File: src/rtl/pic_pkg.sv
// Shared definitions for the pic_n interrupt controller.
// Register select codes, OCR bit positions, reset constants, rank helper.
package pic_pkg;

    typedef enum logic [1:0] {
        SEL_OCR = 2'd0,
        SEL_IMR = 2'd1,
        SEL_IRR = 2'd2,
        SEL_ISR = 2'd3
    } sel_e;

    localparam int OCR_EOI_BIT = 0;
    localparam int OCR_ROT_BIT = 1;

    // Reset values; IMR resets to all lines masked.
    localparam logic RST_MASK = 1'b1;
    localparam logic RST_INT  = 1'b0;
    localparam logic RST_ROT  = 1'b0;

    // Priority rank of a line: 0 is the highest, the line after ptr.
    function automatic int prio_rank(int idx, int ptr, int n);
        return (idx + n - ptr - 1) % n;
    endfunction

endpackage

File: src/rtl/pic_prio_resolve.sv
// Combinational priority resolver: finds the highest-ranked set request.
// Ports: req_i request vector, ptr_i lowest-priority line, found_o, idx_o.
module pic_prio_resolve
    import pic_pkg::*;
#(
    parameter int NUM_IRQ = 8,
    localparam int IW = $clog2(NUM_IRQ)
) (
    input  logic [NUM_IRQ-1:0] req_i,
    input  logic [IW-1:0]      ptr_i,
    output logic               found_o,
    output logic [IW-1:0]      idx_o
);

    int best;
    int rk;

    always_comb begin
        found_o = 1'b0;
        idx_o   = '0;
        best    = NUM_IRQ;
        rk      = 0;
        for (int j = 0; j < NUM_IRQ; j++) begin
            if (req_i[j]) begin
                rk = prio_rank(j, int'(ptr_i), NUM_IRQ);
                if (rk < best) begin
                    best    = rk;
                    found_o = 1'b1;
                    idx_o   = IW'(j);
                end
            end
        end
    end

endmodule

File: src/rtl/pic_n.sv
// pic_n: parametrised programmable interrupt controller (IMR/IRR/ISR).
// Ports: clk, reset (async high), data_in/data_out register bus, select,
// wr, rd, IR request lines, intack, int_o, vector, vec_valid.
// Build option: PIC_ROTATE_EN enables rotating priority via OCR bit1.
module pic_n
    import pic_pkg::*;
#(
    parameter int         NUM_IRQ  = 8,
    parameter logic [7:0] VEC_BASE = 8'h20,
    parameter int         VEC_W    = 8
) (
    input  logic               clk,
    input  logic               reset,
    input  logic [NUM_IRQ-1:0] data_in,
    output logic [NUM_IRQ-1:0] data_out,
    input  logic [1:0]         select,
    input  logic               wr,
    input  logic               rd,
    input  logic [NUM_IRQ-1:0] IR,
    input  logic               intack,
    output logic               int_o,
    output logic [VEC_W-1:0]   vector,
    output logic               vec_valid
);

    localparam int IW = $clog2(NUM_IRQ);
    localparam logic [IW-1:0] PTR_FIXED = IW'(NUM_IRQ - 1);

    logic [NUM_IRQ-1:0] ir_s1_q, ir_s2_q, ir_prev_q, ir_edge;
    logic [NUM_IRQ-1:0] imr_q, imr_d, irr_q, irr_d, isr_q, isr_d;
    logic [NUM_IRQ-1:0] dout_q, dout_d, pend;
    logic [VEC_W-1:0]   vector_q, vector_d;
    logic               vec_valid_q, vec_valid_d;
    logic               int_q, win, ack_win;
    logic               wr_ocr, eoi, rot_w;
    logic               p_found, s_found;
    logic [IW-1:0]      p_idx, s_idx, ptr_eff;

    assign ir_edge = ir_s2_q & ~ir_prev_q;
    assign pend    = irr_q & ~imr_q;
    assign wr_ocr  = wr && (sel_e'(select) == SEL_OCR);
    assign eoi     = wr_ocr && data_in[OCR_EOI_BIT];

    pic_prio_resolve #(.NUM_IRQ(NUM_IRQ)) u_pend (
        .req_i   (pend),
        .ptr_i   (ptr_eff),
        .found_o (p_found),
        .idx_o   (p_idx)
    );

    pic_prio_resolve #(.NUM_IRQ(NUM_IRQ)) u_isr (
        .req_i   (isr_q),
        .ptr_i   (ptr_eff),
        .found_o (s_found),
        .idx_o   (s_idx)
    );

    // A pending line wins only if it outranks everything in service.
    assign win = p_found && (!s_found ||
        prio_rank(int'(p_idx), int'(ptr_eff), NUM_IRQ) <
        prio_rank(int'(s_idx), int'(ptr_eff), NUM_IRQ));
    assign ack_win = intack && win;

`ifdef PIC_ROTATE_EN
    logic          rot_q, rot_d;
    logic [IW-1:0] ptr_q, ptr_d;

    always_comb begin
        rot_d = rot_q;
        ptr_d = ptr_q;
        if (wr_ocr) rot_d = data_in[OCR_ROT_BIT];
        // The line just retired drops to lowest priority.
        if (eoi && s_found && rot_d) ptr_d = s_idx;
    end

    always_ff @(posedge clk or posedge reset) begin
        if (reset) begin
            rot_q <= RST_ROT;
            ptr_q <= PTR_FIXED;
        end else begin
            rot_q <= rot_d;
            ptr_q <= ptr_d;
        end
    end

    assign rot_w   = rot_q;
    assign ptr_eff = rot_q ? ptr_q : PTR_FIXED;
`else
    assign rot_w   = 1'b0;
    assign ptr_eff = PTR_FIXED;
`endif

    always_comb begin
        imr_d       = imr_q;
        irr_d       = irr_q;
        isr_d       = isr_q;
        vector_d    = vector_q;
        vec_valid_d = 1'b0;
        dout_d      = dout_q;

        if (wr && (sel_e'(select) == SEL_IMR)) imr_d = data_in;

        if (ack_win) begin
            irr_d[p_idx] = 1'b0;
            isr_d[p_idx] = 1'b1;
        end
        // A fresh edge survives a same-cycle clear.
        irr_d = irr_d | ir_edge;

        // EOI acts on the old ISR, so a bit set this cycle is spared.
        if (eoi && s_found) isr_d[s_idx] = 1'b0;

        if (intack) begin
            vec_valid_d = 1'b1;
            vector_d    = ack_win
                ? VEC_W'(VEC_BASE) + VEC_W'(p_idx)
                : VEC_W'(VEC_BASE) + VEC_W'(NUM_IRQ - 1);
        end

        if (rd) begin
            unique case (sel_e'(select))
                SEL_OCR: begin
                    dout_d              = '0;
                    dout_d[OCR_ROT_BIT] = rot_w;
                end
                SEL_IMR: dout_d = imr_q;
                SEL_IRR: dout_d = irr_q;
                SEL_ISR: dout_d = isr_q;
            endcase
        end
    end

    always_ff @(posedge clk or posedge reset) begin
        if (reset) begin
            ir_s1_q     <= '0;
            ir_s2_q     <= '0;
            ir_prev_q   <= '0;
            imr_q       <= {NUM_IRQ{RST_MASK}};
            irr_q       <= '0;
            isr_q       <= '0;
            int_q       <= RST_INT;
            vector_q    <= '0;
            vec_valid_q <= 1'b0;
            dout_q      <= '0;
        end else begin
            ir_s1_q     <= IR;
            ir_s2_q     <= ir_s1_q;
            ir_prev_q   <= ir_s2_q;
            imr_q       <= imr_d;
            irr_q       <= irr_d;
            isr_q       <= isr_d;
            int_q       <= win;
            vector_q    <= vector_d;
            vec_valid_q <= vec_valid_d;
            dout_q      <= dout_d;
        end
    end

    assign int_o     = int_q;
    assign vector    = vector_q;
    assign vec_valid = vec_valid_q;
    assign data_out  = dout_q;

endmodule

File: config.mk
export PLATFORM = sky130hd
export DESIGN_NAME = pic_n
export DESIGN_NICKNAME = d
export VERILOG_FILES = /design/src/rtl/pic_pkg.sv /design/src/rtl/pic_prio_resolve.sv /design/src/rtl/pic_n.sv
export SDC_FILE = /design/constraint.sdc
export NUM_CORES = 1
export LEC_CHECK = 0
export BUFFER_PORTS_ARGS = -buffer_cell sky130_fd_sc_hd__buf_2
export CORE_ASPECT_RATIO = 1.4
export CORE_MARGIN = 2
export CORE_UTILIZATION = 34
export CTS_CLUSTER_DIAMETER = 30
export CTS_CLUSTER_SIZE = 28
export DETAILED_ROUTE_END_ITERATION = 10
export PLACE_DENSITY = 0.58
export RECOVER_POWER = 25
export SYNTH_ARGS = -nofsm -noshare
export SYNTH_HDL_FRONTEND = slang
export SYNTH_SLANG_ARGS = --single-unit
File: constraint.sdc
create_clock -name clk -period 4.15 [get_ports clk]
set_input_delay 0.83 -clock clk [delete_from_list [all_inputs] [get_ports clk]]
set_output_delay 0.83 -clock clk [all_outputs]
set_load 0.02 [all_outputs]
==> results of run 1 <==
## cells in the mapped netlist (2+ instances only)
cell type,number,area share
a2bb2oi_1,4,0.013
nand2b_1,9,0.021
nor2_1,24,0.033
or4_1,2,0.0055
nor3_1,3,0.0055
o21ai_0,7,0.013
or2_2,2,0.0046
a22oi_1,8,0.022
dfrtp_1,54,0.50
ha_1,3,0.014
buf_4,4,0.011
o22ai_1,4,0.0092
a22o_1,3,0.0097
mux2_2,12,0.050
inv_1,15,0.021
nor2b_1,7,0.016
a21oi_1,22,0.041
dfstp_2,8,0.078
a31oi_1,3,0.0069
nand2_1,13,0.018
and2_1,2,0.0046
clkbuf_1,4,0.0055
nand3_1,4,0.0074
a211oi_2,2,0.0092
## area by class of cell
class | instances | area share
Sequential cell | 62 | 0.497
Multi-Input combinational cell | 156 | 0.329
Clock inverter | 1 | 0.00159
Tap cell | 100 | 0.0398
Clock buffer | 14 | 0.0550
Inverter | 15 | 0.0179
Timing Repair Buffer | 37 | 0.0594
## registers in the layout (all words and copies together) (netlist names)
register and count:
vec_valid 1, int_o 1, data_out 8, ir_s2_q 8, vector 4, imr_q 8
ir_s1_q 8, irr_q 8, ir_prev_q 8, isr_q 8
## routing by layer
layer / vias to the layer above / GRT usage / routed length, um
met5: - / 0 / 0
li1: 910 / - / -
met4: 0 / 0.107 / 238
met1: 922 / 0.179 / 2480
met2: 53 / 0.245 / 2980
met3: 22 / 0.0452 / 293
## path summary, 6_finish.rpt
kind,end,depth (start not counted)
setup / recovery,irr_q[6],11
hold / removal,ir_s2_q[7],0
setup reg to reg,irr_q[6],11
hold reg to reg,ir_s2_q[7],0
max in group asynchronous,imr_q[7],3
min in group asynchronous,ir_s1_q[0],2
## logic make-up (layout without fill, tap and decap cells)
family          Yosys count  in the layout  share of synthesized area
other cells               1              4                    0.00139
buf+inv                  26             67                     0.0449
flops                    62             62                      0.577
simple gates             73             73                      0.141
mux                      12             12                     0.0500
fa+ha+maj                 3              3                     0.0139
xor+xnor                  1              1                    0.00324
compound gates           63             63                      0.169
## layout by cell type (no fill, tap or decap), types with 4 or more instances in the layout
master,instances
clkbuf_8,12
nor2_1,24
dfstp_2,8
a21oi_1,22
conb_1,4
dfrtp_1,54
nand3_1,4
a2bb2oi_1,4
o21ai_0,7
nand2b_1,9
mux2_2,12
o22ai_1,4
inv_1,15
buf_2,35
nor2b_1,7
nand2_1,13
a22oi_1,8
## metrics by stage
step / instance area [um2] / utilization
after floorplan: 2720 / -
after global placement: 2960 / 0.382
after detailed placement: 2960 / 0.382
after CTS: 3140 / 0.405
after global routing: 3140 / 0.405
final: 3140 / 0.405
## worst max-delay path, stage by stage (launching register included)
cell	delay [ns]
dfrtp_1	0.43
or4_1	0.71
nor3_2	0.22
a211oi_2	0.16
ha_1	0.33
xnor2_1	0.13
ha_1	0.20
a21o_1	0.18
o21ai_2	0.08
and2_4	0.20
nor4bb_2	0.45
o22ai_1	0.14
## power breakdown
group	total [mW]	internal, mW	switching, mW
sequential	0.840	0.735	0.105
clock	0.479	0.262	0.217
combinational	0.786	0.307	0.480
==> metrics.md, run 1 <==
| Metric | Value |
|---|---|
| Clock skew | 0.00972 ns |
| Final TNS setup | 0 ns |
| DRT Pass-1 Iters | 5 |
| Yosys warns | 0 |
| Area Growth Syn to Fin | 16.1% |
| Max Fclk | 0.297 GHz |
| Gate Count Post-Synth | 241 |
| DRC | 0 |
| Register bit count reported by yosys | 62 |
| DR vias/cell | 4.95 |
| Die ar. | 8700 um2 |
| Min Hold Slack | 0.338 ns |
| Unrepaired setup endpoints after global routing | false |
| Clock latency on the worst-skew pair | 0.35 ns |
| Cell Count, Final, Fillers Out | 385 |
| Hold Fails Final Rpt | 0 |
| Crit path from | isr_q[3] |
| Leak | 1.40 nW |
| Cell Rows | 38 |
| Total number of vias | 1907 |
| Post-route setup slack | 0.778 ns |
| WP data arrival | 3.58 ns |
| EDFF count, synth | 0 |
| Layout Nets | 307 |
| HP Start | ir_s1_q[7] |
| Routability Congestion | 0.927 |
| Footprint of the multi-input gates | 1030 um2 |
| Outcome | complete, but fails checks |
| Post-CTS Resized | 0 |
| CTS Sinks | 62 |
| Cts hold-fix bufs | 0 |
| Port Buf Inserts | 36 |
| Sequential Area | 1560 um2 |
| DR WL/cell | 15.6 um |
| Placed Cells | 370 |
| Power Density | 670 nW/um2 |
| TritonCTS buffer count | 9 |
| Detail Route Antenna Nets | 0 |
| Overflow after GRT | 0 |
| Fillcell total | 771 |
| Number of global-route vias before repair | 1957 |
| VDD IR max | 0.282 mV |
| Asr flop ratio synth | 1.00 |
| Tcrit/Tclk final | 0.812 |
| Largest net degree at the start of global routing | 41 |
| CTS tree | done |
| Final Max Tran Viols | 41 |
| # diodes | 0 |
| Reg-to-Reg Start | isr_q[3] |
| WP data required | 4.36 ns |
| Failing checks | capacitance limit, slew limit |
| Syn_area_per_cell | 11.2 um2 |
| Die Y-Extent | 110 um |
| Placed wire-length estimate | 4.53 mm |
| Type of origin of the critical path | flip-flop |
| Worst-path clk slew | 0.06 ns |
| Core Area | 7750 um2 |
| I/O pins | 41 |
| Dominant synthesized flop cell | dfrtp_1 |
| R2R setup slack | 0.78 ns |
| Initial antenna violation count | 0 |
| Max Cap Viol | 1 |
| Worst min path class | reg2reg |
| Total Routing Usage GR | 0.154 |
| Total power | 2.11 mW |
| Root Buffer | clkbuf_8 |
| Post-synth cell types | 46 |
| CP max FO | 6 |
| H-tree levels | 3 |
| Die width | 79.4 um |
| Final wirelength | 6.00 mm |
| Worst slack at placement | 0.786 ns |
| Measured slew at the worst slew-check pin | 1.50 ns |
| Critical path class | reg2reg |
| Post-synthesis sequential area ratio | 0.577 |
| Setup Fix Bufs, Post-CTS | 0 |
| Share of cells above drive strength 1 | 0.288 |
| Maximum buffer depth of the clock tree | 2 |
| Relative slew slack | -0.00259 |
| CP Capture Type | flip-flop |
| Initial core utilization | 0.349 |
| Min cycle time layout | 3.37 ns |
| # setup viols final | 0 |
| Syn Std Cell Area | 2710 um2 |
| First-pass GRT wire length | 9.80 mm |
| Drt initial violations | 129 |
Note: power is estimated with default switching activity, not from simulation.
==> run 2, diff against run 1 <==
ABC_AREA = 1   (was unset)
PLACE_DENSITY = 0.6   (was 0.58)
clock period = 3 ns   (was 4.15 ns; I/O delays follow)
==> run 2 against run 1 <==
The run now ends clean; clock skew is 0.0061 ns lower; clock power grew 110%; worst hold slack improved by 0.0067 ns; via count grew 16%; critical endpoint is now irr_q[4].
==> metrics.md, run 2 <==
| Metric | Value |
|---|---|
| Worst path max stage delay | 0.42 ns (was 0.71 ns) |
| CTS Sinks | 62 (unchanged) |
| Drt initial violations | 118 (was 129) |
| DRC | 0 (unchanged) |
| Die width | 81.4 um (was 79.4 um) |
| Initial core utilization | 0.350 (was 0.349) |
| Core Area | 8150 um2 (was 7750 um2) |
| Syn Std Cell Area | 2850 um2 (was 2710 um2) |
| Most common cell after layout, fill and taps aside | nand2_1 (was dfrtp_1) |
| Clock skew | 0.00367 ns (was 0.00972 ns) |
| Commonest cells in the netlist | nand2_1 (68), dfrtp_1 (54), inv_1 (46) (was dfrtp_1 (54), nor2_1 (24), a21oi_1 (22)) |
| # setup viols final | 0 (unchanged) |
| Final wirelength | 6.28 mm (was 6.00 mm) |
| Area Growth Syn to Fin | 20.6% (was 16.1%) |
| Synth area leaders | dfrtp_1 (47%), nand2_1 (8.9%), dfstp_2 (7.4%) (was dfrtp_1 (50%), dfstp_2 (7.8%), mux2_2 (5.0%)) |
| DR vias/cell | 4.81 (was 4.95) |
| Placed Cells | 442 (was 370) |
| Gate Count Post-Synth | 306 (was 241) |
| DR WL/cell | 13.7 um (was 15.6 um) |
| Fillcell total | 780 (was 771) |
| Detail Route Antenna Nets | 0 (unchanged) |
| R2R setup slack | 0.27 ns (was 0.78 ns) |
| Max Cap Viol | 0 (was 1) |
| Util after Layout | 0.422 (was 0.405) |
| Sequential Area | 1560 um2 (unchanged) |
| Post-route setup slack | 0.268 ns (was 0.778 ns) |
| CP Capture Type | flip-flop (unchanged) |
| Post-synthesis sequential area ratio | 0.547 (was 0.577) |
| Layout Nets | 377 (was 307) |
| Worst min path class | reg2reg (unchanged) |
| Placed wire-length estimate | 4.71 mm (was 4.53 mm) |
| Largest net degree at the start of global routing | 28 (was 41) |
| # diodes | 0 (unchanged) |
| Cts hold-fix bufs | 0 (unchanged) |
| I/O pins | 41 (unchanged) |
| Critical path class | reg2reg (unchanged) |
| Die ar. | 9150 um2 (was 8700 um2) |
| Outcome | finished clean (was complete, but fails checks) |
| Root Buffer | clkbuf_16 (was clkbuf_8) |
| Tcrit/Tclk final | 0.911 (was 0.812) |
| Max Fclk | 0.366 GHz (was 0.297 GHz) |
| CP max FO | 19 (was 6) |
| Cell taking the most area after synthesis | dfrtp_1 (unchanged) |
| Type of origin of the critical path | flip-flop (unchanged) |
| Worst-path clk slew | 0.05 ns (was 0.06 ns) |
| CTS tree | done (unchanged) |
| Total Routing Usage GR | 0.154 (about the same) |
| Footprint of the multi-input gates | 1060 um2 (was 1030 um2) |
| WP data arrival | 2.94 ns (was 3.58 ns) |
| Leak | 1.71 nW (was 1.40 nW) |
| Initial antenna violation count | 0 (unchanged) |
| Routability Congestion | 0.928 (was 0.927) |
| Number of global-route vias before repair | 2172 (was 1957) |
| Total number of vias | 2204 (was 1907) |
| H-tree levels | 3 (unchanged) |
| Post-CTS Resized | 0 (unchanged) |
| Cell Count, Final, Fillers Out | 458 (was 385) |
| Overflow after GRT | 0 (unchanged) |
| Post-synth top area share | 0.474 (was 0.500) |
| Worst slack at placement | 0.281 ns (was 0.786 ns) |
| Dominant synthesized flop cell | dfrtp_1 (unchanged) |
| Crit path cell chain | nor2_2, nand2_2, o211ai_1, nand3_2, ha_1, xnor2_1, ha_1, nand2_1, nand2_1, nand2_1, nand2_2, nand2_4, nand3_4, o21ai_0, nand2_1 (was or4_1, nor3_2, a211oi_2, ha_1, xnor2_1, ha_1, a21o_1, o21ai_2, and2_4, nor4bb_2, o22ai_1) |
| EDFF count, synth | 0 (unchanged) |
| Yosys warns | 0 (unchanged) |
| Post-synth cell types | 36 (was 46) |
| Maximum buffer depth of the clock tree | 2 (unchanged) |
| End of the worst register-to-register path | irr_q[4] (was irr_q[6]) |
| Die Y-Extent | 112 um (was 110 um) |
| Reg-to-Reg Start | isr_q[1] (was isr_q[3]) |
| Power Density | 1040 nW/um2 (was 670 nW/um2) |
| TritonCTS buffer count | 9 (unchanged) |
| DRT Pass-1 Iters | 4 (was 5) |
| Commonest non-fill, non-tap cells in the layout | nand2_1 (68), dfrtp_1 (54), inv_1 (46) (was dfrtp_1 (54), buf_2 (35), nor2_1 (24)) |
| Crit path from | isr_q[1] (was isr_q[3]) |
| Most common cell in the netlist | nand2_1 (was dfrtp_1) |
| Hold Fails Final Rpt | 0 (unchanged) |
| End of the critical path | irr_q[4] (was irr_q[6]) |
| Total power | 3.58 mW (was 2.11 mW) |
| Unrepaired setup endpoints after global routing | false (unchanged) |
| Final Max Tran Viols | 0 (was 41) |
| Clock latency on the worst-skew pair | 0.33 ns (was 0.35 ns) |
| Asr flop ratio synth | 1.00 (unchanged) |
| Measured slew at the worst slew-check pin | 0.956 ns (was 1.50 ns) |
| R2R depth | 15 (was 11) |
| First-pass GRT wire length | 10.4 mm (was 9.80 mm) |
| Cell Rows | 39 (was 38) |
| Relative slew slack | 0.362 (was -0.00259) |
| Share of cells above drive strength 1 | 0.270 (was 0.288) |
| Critical-path top delay cell | dfrtp_1 (was or4_1) |
| Syn_area_per_cell | 9.32 um2 (was 11.2 um2) |
| Top cell by count, worst path | nand2_1 (was ha_1) |
| Min cycle time layout | 2.73 ns (was 3.37 ns) |
| Setup Fix Bufs, Post-CTS | 0 (unchanged) |
| VDD IR max | 0.513 mV (was 0.282 mV) |
| Final TNS setup | 0 ns (unchanged) |
| Register bit count reported by yosys | 62 (unchanged) |
| WP data required | 3.21 ns (was 4.36 ns) |
| Port Buf Inserts | 36 (unchanged) |
## run 2: cell types whose count changed after synthesis, sizes merged, moves of 4 or more
cell	previous run	this run
nand2	13	75
inv	15	47
nand2b	9	0
nand4	1	10
a22oi	8	0
o221ai	0	8
nor2	24	31
nor2b	7	0
a21oi	23	18
nand3	5	10
a2bb2oi	4	0
mux2	12	8
o22ai	4	0
## run 2: final cells by class
class	instances	share of cell area
well taps	102	0.0371
inverters	48	0.0527
clock buffers	12	0.0746
repair buffers	39	0.0589
multi-input cells	191	0.310
flip-flops and latches	62	0.454
clock inverters	4	0.0131
## run 2: power breakdown
group	internal, mW	leakage (nW)	switching (mW)	total, mW
Clock	0.682	0.152	0.340	1.02
Sequential	1.03	0.706	0.117	1.14
Combinational	0.479	0.849	0.938	1.42
Total	2.19	1.71	1.39	3.58
## run 2: per-layer routing
metal	track usage	vias up	part of all wire
li1	-	1070	-
met1	0.170	1059	0.39
met2	0.258	56	0.54
met3	0.0498	19	0.040
met4	0.0791	0	0.034
met5	0	-	0
## run 2: critical path, delay by kind of cell, from the launching register on
family	cells	cell delay, ns
xor+xnor	1	0.16
simple gates	10	1.06
compound gates	2	0.41
fa+ha+maj	2	0.57
flops	1	0.42
## run 2: worst min-delay path by stage
stage,start,to,slack (ns),cells past startpoint
after floorplan,ir_s1_q[0],ir_s2_q[0],0.33,0
after global placement,ir_s1_q[7],ir_s2_q[7],0.33,0
after detailed placement,ir_s1_q[1],ir_s2_q[1],0.34,0
after CTS,reset,ir_prev_q[7],0.33,2
after global routing,ir_s1_q[5],ir_s2_q[5],0.35,0
final,ir_s1_q[0],ir_s2_q[0],0.34,0
## run 2: logic make-up after synthesis
group                    after synthesis  share of synthesized area
AND/OR/NAND/NOR                      131                      0.214
multiplexers                           8                     0.0316
buffers and inverters                 56                     0.0833
adder cells (fa/ha/maj)                3                     0.0132
XOR/XNOR                               1                    0.00307
flip-flops                            62                      0.547
other                                  1                    0.00131
AO/OA/AOI/OAI                         44                      0.107
## run 2: per-stage QoR
stage / instance area [um2] / hold WS [ns]
5_1_grt: 3440 / 0.353
2_1_floorplan: 2860 / 0.331
4_1_cts: 3440 / 0.327
6_report: 3440 / 0.345
3_3_place_gp: 3140 / 0.331
3_5_place_dp: 3140 / 0.336
